## config.mk

```make
export PLATFORM = sky130hd
export DESIGN_NAME = mem_arbiter_2r
export DESIGN_NICKNAME = d
export VERILOG_FILES = /design/src/rtl/mem_arbiter_2r.sv
export SDC_FILE = /design/constraint.sdc
export NUM_CORES = 1
export LEC_CHECK = 0
export BUFFER_PORTS_ARGS = -buffer_cell sky130_fd_sc_hd__buf_2
export CORE_AREA = 2 2 234 236
export DETAILED_ROUTE_END_ITERATION = 6
export DIE_AREA = 0 0 236 238
export PLACE_DENSITY_LB_ADDON = 0.12
export SLEW_MARGIN = 20
export SYNTH_ARGS = -nofsm -noshare
export SYNTH_HDL_FRONTEND = slang
export SYNTH_SLANG_ARGS = --single-unit
```

## constraint.sdc

```tcl
create_clock -name clk -period 2.5 [get_ports clk]
set_input_delay 0 -clock clk [delete_from_list [all_inputs] [get_ports clk]]
set_output_delay 0 -clock clk [all_outputs]
set_load 0.01 [all_outputs]
```

## src/rtl/mem_arbiter_2r.sv

```systemverilog
// Round-robin arbiter for two requesters sharing one in-order memory channel; it steers responses back through an ordered owner tracker.
// Both the request and response paths are combinational. A stalled offer locks the grant until it is accepted. Issue stops while the tracker is full.
module mem_arbiter_2r #(
    parameter int AW       = 64,
    parameter int DW       = 64,
    parameter int OT_DEPTH = 2
) (
    input  logic          clk,
    input  logic          rst_n,
    input  logic [AW-1:0] r0_req_addr,
    input  logic          r0_req_wen,
    input  logic [DW-1:0] r0_req_wdata,
    input  logic          r0_req_valid,
    output logic          r0_req_ready,
    input  logic [AW-1:0] r1_req_addr,
    input  logic          r1_req_wen,
    input  logic [DW-1:0] r1_req_wdata,
    input  logic          r1_req_valid,
    output logic          r1_req_ready,
    output logic [DW-1:0] r0_resp_rdata,
    output logic          r0_resp_valid,
    output logic [DW-1:0] r1_resp_rdata,
    output logic          r1_resp_valid,
    output logic [AW-1:0] m_req_addr,
    output logic          m_req_wen,
    output logic [DW-1:0] m_req_wdata,
    output logic          m_req_valid,
    input  logic          m_req_ready,
    input  logic [DW-1:0] m_resp_rdata,
    input  logic          m_resp_valid,
    output logic [2:0]    ot_count,
    output logic          err_orphan_resp
);
    localparam int PW = (OT_DEPTH > 2) ? 2 : 1;
    localparam logic [0:0] ST_ARB  = 1'b0;
    localparam logic [0:0] ST_HOLD = 1'b1;

    logic [0:0]          r_state;
    logic                r_prio;
    logic                r_lock;
    logic [OT_DEPTH-1:0] r_owner;
    logic [PW-1:0]       r_head;
    logic [PW-1:0]       r_tail;
    logic [2:0]          r_ot_count;

    logic w_sel;
    logic w_sel_vld;
    logic w_full;
    logic w_empty;
    logic w_hs;
    logic w_pop;
    logic w_head_owner;

    // While HOLD, only the locked requester may drive the channel.
    always_comb begin
        w_sel = 1'b0;
        if (r_state == ST_HOLD)
            w_sel = r_lock;
        else if (r0_req_valid && r1_req_valid)
            w_sel = r_prio;
        else
            w_sel = r1_req_valid;
    end

    assign w_sel_vld    = w_sel ? r1_req_valid : r0_req_valid;
    assign w_full       = (r_ot_count == 3'(OT_DEPTH));
    assign w_empty      = (r_ot_count == 3'd0);
    assign m_req_valid  = rst_n && w_sel_vld && !w_full;
    assign w_hs         = m_req_valid && m_req_ready;
    assign m_req_addr   = w_sel ? r1_req_addr  : r0_req_addr;
    assign m_req_wen    = w_sel ? r1_req_wen   : r0_req_wen;
    assign m_req_wdata  = w_sel ? r1_req_wdata : r0_req_wdata;
    assign r0_req_ready = w_hs && !w_sel;
    assign r1_req_ready = w_hs && w_sel;

    assign w_pop           = rst_n && m_resp_valid && !w_empty;
    assign w_head_owner    = r_owner[r_head];
    assign r0_resp_valid   = w_pop && !w_head_owner;
    assign r1_resp_valid   = w_pop && w_head_owner;
    assign r0_resp_rdata   = m_resp_rdata;
    assign r1_resp_rdata   = m_resp_rdata;
    assign err_orphan_resp = rst_n && m_resp_valid && w_empty;
    assign ot_count        = r_ot_count;

    always_ff @(posedge clk or negedge rst_n) begin
        if (!rst_n) begin
            r_state <= ST_ARB;
            r_prio  <= 1'b0;
            r_lock  <= 1'b0;
        end else begin
            case (r_state)
                ST_ARB: begin
                    if (w_hs) begin
                        r_prio <= !w_sel;
                    end else if (m_req_valid) begin
                        r_state <= ST_HOLD;
                        r_lock  <= w_sel;
                    end
                end
                ST_HOLD: begin
                    if (w_hs) begin
                        r_state <= ST_ARB;
                        r_prio  <= !r_lock;
                    end
                end
                default: r_state <= ST_ARB;
            endcase
        end
    end

    // Depth is a power of two, so the pointers wrap naturally.
    always_ff @(posedge clk or negedge rst_n) begin
        if (!rst_n) begin
            r_owner    <= '0;
            r_head     <= '0;
            r_tail     <= '0;
            r_ot_count <= 3'd0;
        end else begin
            if (w_hs) begin
                r_owner[r_tail] <= w_sel;
                r_tail          <= r_tail + 1'b1;
            end
            if (w_pop)
                r_head <= r_head + 1'b1;
            case ({w_hs, w_pop})
                2'b10:   r_ot_count <= r_ot_count + 3'd1;
                2'b01:   r_ot_count <= r_ot_count - 3'd1;
                default: r_ot_count <= r_ot_count;
            endcase
        end
    end
endmodule

```

* Word level (Yosys, flattened, before mapping) *
Cells that the tools add are included.

word-level totals
  register bits = 10

cells by class
  order comparisons = 3
  reduce and logical (&&, ||, !) cells = 21
  bitwise logic cells = 2
  add/sub/neg operators = 4
  mux-type cells = 19
  eq/ne operators = 5

operators by type and width
  operator                                                                      number
  64-bit 2-to-1 mux                                                             2
  1-bit logical AND                                                             12
  1-bit 2-to-1 mux                                                              12
  3-bit one-hot mux with 2 select lines                                         1
  1-bit logical NOT                                                             5
  1-bit by 2-bit less-than comparator with 1-bit output, second input constant  2
  1-bit one-hot mux with 2 select lines                                         2
  3-bit by 1-bit adder with 3-bit output, second input constant                 1
  3-bit by 2-bit equality test with 1-bit output, second input constant         1
  3-bit logical NOT                                                             1
  3-bit AND reduction                                                           1
  3-bit by 1-bit subtractor with 3-bit output, second input constant            1
  1-bit adder, second input constant                                            2
  2-bit bitwise mux                                                             1
  2-bit by 1-bit equality test with 1-bit output, second input constant         1
  2-bit equality test, second input constant                                    1
  2-bit by 1-bit != test with 1-bit output, second input constant               1
  2-bit != test, second input constant                                          1
  1-bit inverter                                                                2
  2-bit AND reduction                                                           1
  2-bit nonzero test                                                            1
  1-bit demux with 1-bit select                                                 1
  1-bit >= comparator, second input constant                                    1

* Depth between registers and ports, before layout *
  depth after elaboration = 9
  mapped depth = 9
  depth with buffers taken out = 9

* Worst setup path before layout *
Ideal clock, no wire load.

  kind = reg-to-reg
  start point = register r_ot_count[2], in the netlist ot_count[2]
  end point = register r_ot_count[2], in the netlist ot_count[2]
  cell stages (with the launch flop) = 10
  required time = 2.421 ns
  period minus slack after synthesis = 2.012 ns
  path buffers = 0
  arrival time = 1.933 ns
  setup slack = 0.488 ns
  cell sequence = dfrtp_1 -> nor2_1 -> a21oi_1 -> nand3_1 -> ha_1 -> inv_1 -> fa_1 -> xor2_1 -> nor2_1 -> xor2_1

between the ends
  word-level cells in the longest chain between the ends = 6
  elaborated cells between the ends (all ways) = 13

ends and longest elaborated chain
  element                                                                                       RTL line  RTL
  start, declared                                                                               44        logic [2:0] r_ot_count;
  start signal, assigned                                                                        126       2'b10: r_ot_count <= r_ot_count + 3'd1;
  start signal, assigned                                                                        127       2'b01: r_ot_count <= r_ot_count - 3'd1;
  start signal, assigned                                                                        128       default: r_ot_count <= r_ot_count;
  3-bit by 2-bit equality test with 1-bit output                                                66        assign w_full = (r_ot_count == 3'(OT_DEPTH));
  1-bit logical NOT                                                                             68        assign m_req_valid = rst_n && w_sel_vld && !w_full;
  1-bit logical AND                                                                             68
  1-bit logical AND                                                                             69        assign w_hs = m_req_valid && m_req_ready;
  2-bit by 1-bit equality test with 1-bit output / 2-bit equality test (equally long branches)  125       case ({w_hs, w_pop})
  3-bit one-hot mux with 2 select lines / 2-bit nonzero test (equally long branches)            n/a

Several ways; a longest one is shown, not always the timed one.
A chain may end at the register's enable or synchronous reset.

* Worst setup path after layout *
  start point = input port r0_req_valid
  end point = output port m_req_addr[0]

between the ends
  word-level cells in the longest chain between the ends = 4

ends and longest elaborated chain
  element            RTL line  RTL
  start, declared    13        input logic r0_req_valid,
  1-bit logical AND  59        else if (r0_req_valid && r1_req_valid)
  1-bit 2-to-1 mux   59
  1-bit 2-to-1 mux   57        if (r_state == ST_HOLD)
  64-bit 2-to-1 mux  70        assign m_req_addr = w_sel ? r1_req_addr : r0_req_addr;
  end, declared      24        output logic [AW-1:0] m_req_addr,

Every way passes these cells.

==> impl_results.md <==
* Status: finished, final reports clean
* Finish-stage setup viols at 0
* Maximum vdd drop at 0.453 mV
* Seq cells post-synth at 10
* Register area at 250 sq um
* Longest Clk Path Bufs at 2
* Synth unique cells at 30
* Final Skew at 0.441 ps
* Post-DR vias/cell at 2.59
* I/O pins at 594
* Flop-to-flop setup slack at approximately 440 ps
* Max-slew headroom at 64.1%
* H-tree levels at 1
* Layout Nets at approximately 900
* Layout area overhead at 60.6%
* CTS Sinks at 10
* Largest net degree at the start of global routing at just over 80
* Initial drt markers at between 40 and 50
* Post-route insts no fill at 1290
* Die span in x at roughly 240 um
* TritonCTS clock tree: built
* Crit. End Element: output pin
* Avg Cell Area, Syn at 10.1 sq um
* Worst Hold Depth at 0
* Post-CTS Resized at 0
* Worst Path Max Fanout at between 80 and 90
* GRT overflow at 0
* Static Leakage at between 0.002 and 0.003 uW
* Die Y at 238 um
* Final ANT Viol Nets at 0
* Max-slew violation count at 0
* GRT Total Usage at 5.00%
* Seq pwr share at between 8 and 9%
* Wire length per cell at 12.3 um
* Initial antenna violation count at 0
* Detailed Routing Iterations Pass 1 at 4
* Post-Synthesis Cell Area at 3270 sq um
* Worst Tran Pin Value at about 540 ps
* Combinational power share at between 80 and 90%
* Setup bufs post-CTS at 0
* # fillers at about 6300
* R2r endpoint: ot_count[2]
* Post-DP HPWL at between 10 and 15 mm
* Clk_lat worst skew at 240 ps
* DRC viols at 0
* Hold Fails Final Rpt at 0
* FMAX at 483 MHz
* Clock period minus worst slack at about 2100 ps
* Ys Warns at 0
* Unrepaired setup endpoints after global routing: no
* P_int at 2150 uW
* Crit path launch: r0_req_valid
* Sequential share of the synthesized area at around 7.6%
* Num CTS Buffers at 3
* Switching Share at 43.1%
* # Max-Cap Violations at 0
* R2R cell count at 9
* CP Data Arrival Time at 2070 ps
* Port bufs at between 400 and 500
* Rows at 85
* Starting density of the core at about 6.1%
* Placed cells at between 1000 and 1500
* Vias in the first global route at 3585
* CTS Root Cell: clkbuf_16
* Die Area at roughly 56000 sq um
* Area of the core at around 53000 sq um
* Setup TNS at 0 ps
* Critical path endpoint: m_req_addr[0]
* First-pass GRT wire length at 21.4 mm
* Net Count, Synth at 654
* Final worst path period share at roughly 83%
* Worst setup SP type: input port
* Final wirelength at between 15 and 20 mm
* Diodes inserted at 0
* Vias at approximately 3300
* WS Path Type: in -> out
* Psw at around 1600 uW
* R2r startpoint: ot_count[0]
* Share of layout cells above drive strength 1 at ~90%
* Synthesized instance count at 324
* Clk pwr share at 8.5%
* Multi-input logic area at 1920 sq um
* Crit path required time at 2500 ps
* P per Cell Area at between 700 and 800 nW/um^2
* Worst hold path type: in -> out
* GPL Wtd Cong at ~0.66
-- cell families after synthesis --
group	share of synthesized area [%]
AO/OA/AOI/OAI	2.03
XOR/XNOR	1.34
adder cells (fa/ha/maj)	0.994
buffers and inverters	33.8
flip-flops	7.65
multiplexers	52.1
AND/OR/NAND/NOR	2.14
-- critical path, stage by stage --
cell           delay (ps)
dlygate4sd3_1         530
buf_2                 140
inv_2                  60
o21ai_2                80
o21ai_4               200
buf_12                350
mux2_2                440
buf_2                 150
-- Yosys cell counts --
library cell | instances | area share [%]
buf_4 | 128 | 29
mux2_2 | 76 | 26
mux2_4 | 50 | 23
dfrtp_1 | 10 | 7.6
buf_2 | 7 | 1.1
buf_6 | 7 | 2.4
inv_1 | 7 | 0.80
mux2_1 | 6 | 2.1
nor2_1 | 4 | 0.46
mux2i_1 | 3 | 0.92
xnor2_1 | 3 | 0.80
nand2_1 | 2 | 0.23
nor2b_1 | 2 | 0.38
o21ai_2 | 2 | 0.54
xor2_1 | 2 | 0.54
a2111oi_1 | 1 | 0.31
a21oi_1 | 1 | 0.15
and2_1 | 1 | 0.19
and4_1 | 1 | 0.27
fa_1 | 1 | 0.61
ha_1 | 1 | 0.38
inv_2 | 1 | 0.11
nand3_1 | 1 | 0.15
nand4_1 | 1 | 0.19
nand4b_1 | 1 | 0.27
o211ai_1 | 1 | 0.23
o21a_1 | 1 | 0.23
o21ai_0 | 1 | 0.15
o21ai_1 | 1 | 0.15
o311ai_1 | 1 | 0.27
-- cell type report --
class / count / area share (%)
flip-flops and latches: 10 / 4.76
well taps: 696 / 16.6
multi-input cells: 164 / 36.6
inverters: 8 / 0.572
clock buffers: 4 / 1.69
repair buffers: 408 / 39.8
-- layout by cell type (no fill, tap or decap), drive strengths merged --
master	synthesis	layout
o21a	1	1
and2	1	1
o21ai	4	4
nand4	1	1
and4	1	1
nand4b	1	1
fa	1	1
a2111oi	1	1
o211ai	1	1
nor2	4	4
o311ai	1	1
xnor2	3	3
dlygate4sd3	0	2
mux2i	3	3
mux2	132	132
clkbuf	0	4
buf	142	406
nand2	2	2
nor2b	2	2
a21oi	1	1
ha	1	1
inv	8	8
nand3	1	1
xor2	2	2
dfrtp	10	10
-- layer usage --
| layer | up-vias | global-route usage, % | share of wire (%) |
|---|---|---|---|
| met4 | 0 | 1.51 | 2.3 |
| met1 | 1445 | 4.81 | 33 |
| li1 | 1522 | - | - |
| met3 | 17 | 2.51 | 14 |
| met5 | - | 0.433 | 0 |
| met2 | 358 | 9.26 | 51 |
-- worst min path at each step --
stage / from / to / slack (ps)
2_1_floorplan: rst_n / asynchronous set/reset pin / -300
3_3_place_gp: rst_n / ot_count[0] / -40
3_5_place_dp: rst_n / r_lock / -40
4_1_cts: m_resp_rdata[41] / r0_resp_rdata[41] / 0.1
5_1_grt: m_resp_rdata[36] / r1_resp_rdata[36] / 0.02
6_report: m_resp_rdata[35] / r0_resp_rdata[35] / 0.006
-- registers in the layout (all words and copies together) (netlist names), named ones only --
signal    count
r_lock        1
r_tail        1
r_owner       2
r_prio        1
r_head        1
ot_count      3
-- through the flow --
| stage | power [uW] | util (%) | setup slack [ps] | hold WS, ps | area (sq um) |
|---|---|---|---|---|---|
| after floorplan | 2620 | - | 488 | -296 | 3270 |
| after global placement | 3600 | 9.62 | 460 | -38.6 | 5140 |
| after detailed placement | 3520 | 9.62 | 466 | -41.2 | 5140 |
| after CTS | 3860 | 9.82 | 404 | 0.100 | 5250 |
| after global routing | 4040 | 9.82 | 199 | 0.0248 | 5250 |
| final | 3770 | 9.82 | 431 | 0.00629 | 5250 |
-- power groups by stage --
stage	Combinational, uW	Clock, uW	Sequential [uW]
after floorplan	2310	0	310
after global placement	3280	0	323
after detailed placement	3190	0	323
after CTS	3210	325	322
after global routing	3370	334	335
final	3130	321	321
-- repair_timing --
item                                   4_1_cts  5_1_grt
endpoints found under the hold margin       11        0
hold buffers                                 2        0
setup endpoints to repair                    0        0
Power figures use the tool's default switching activity.
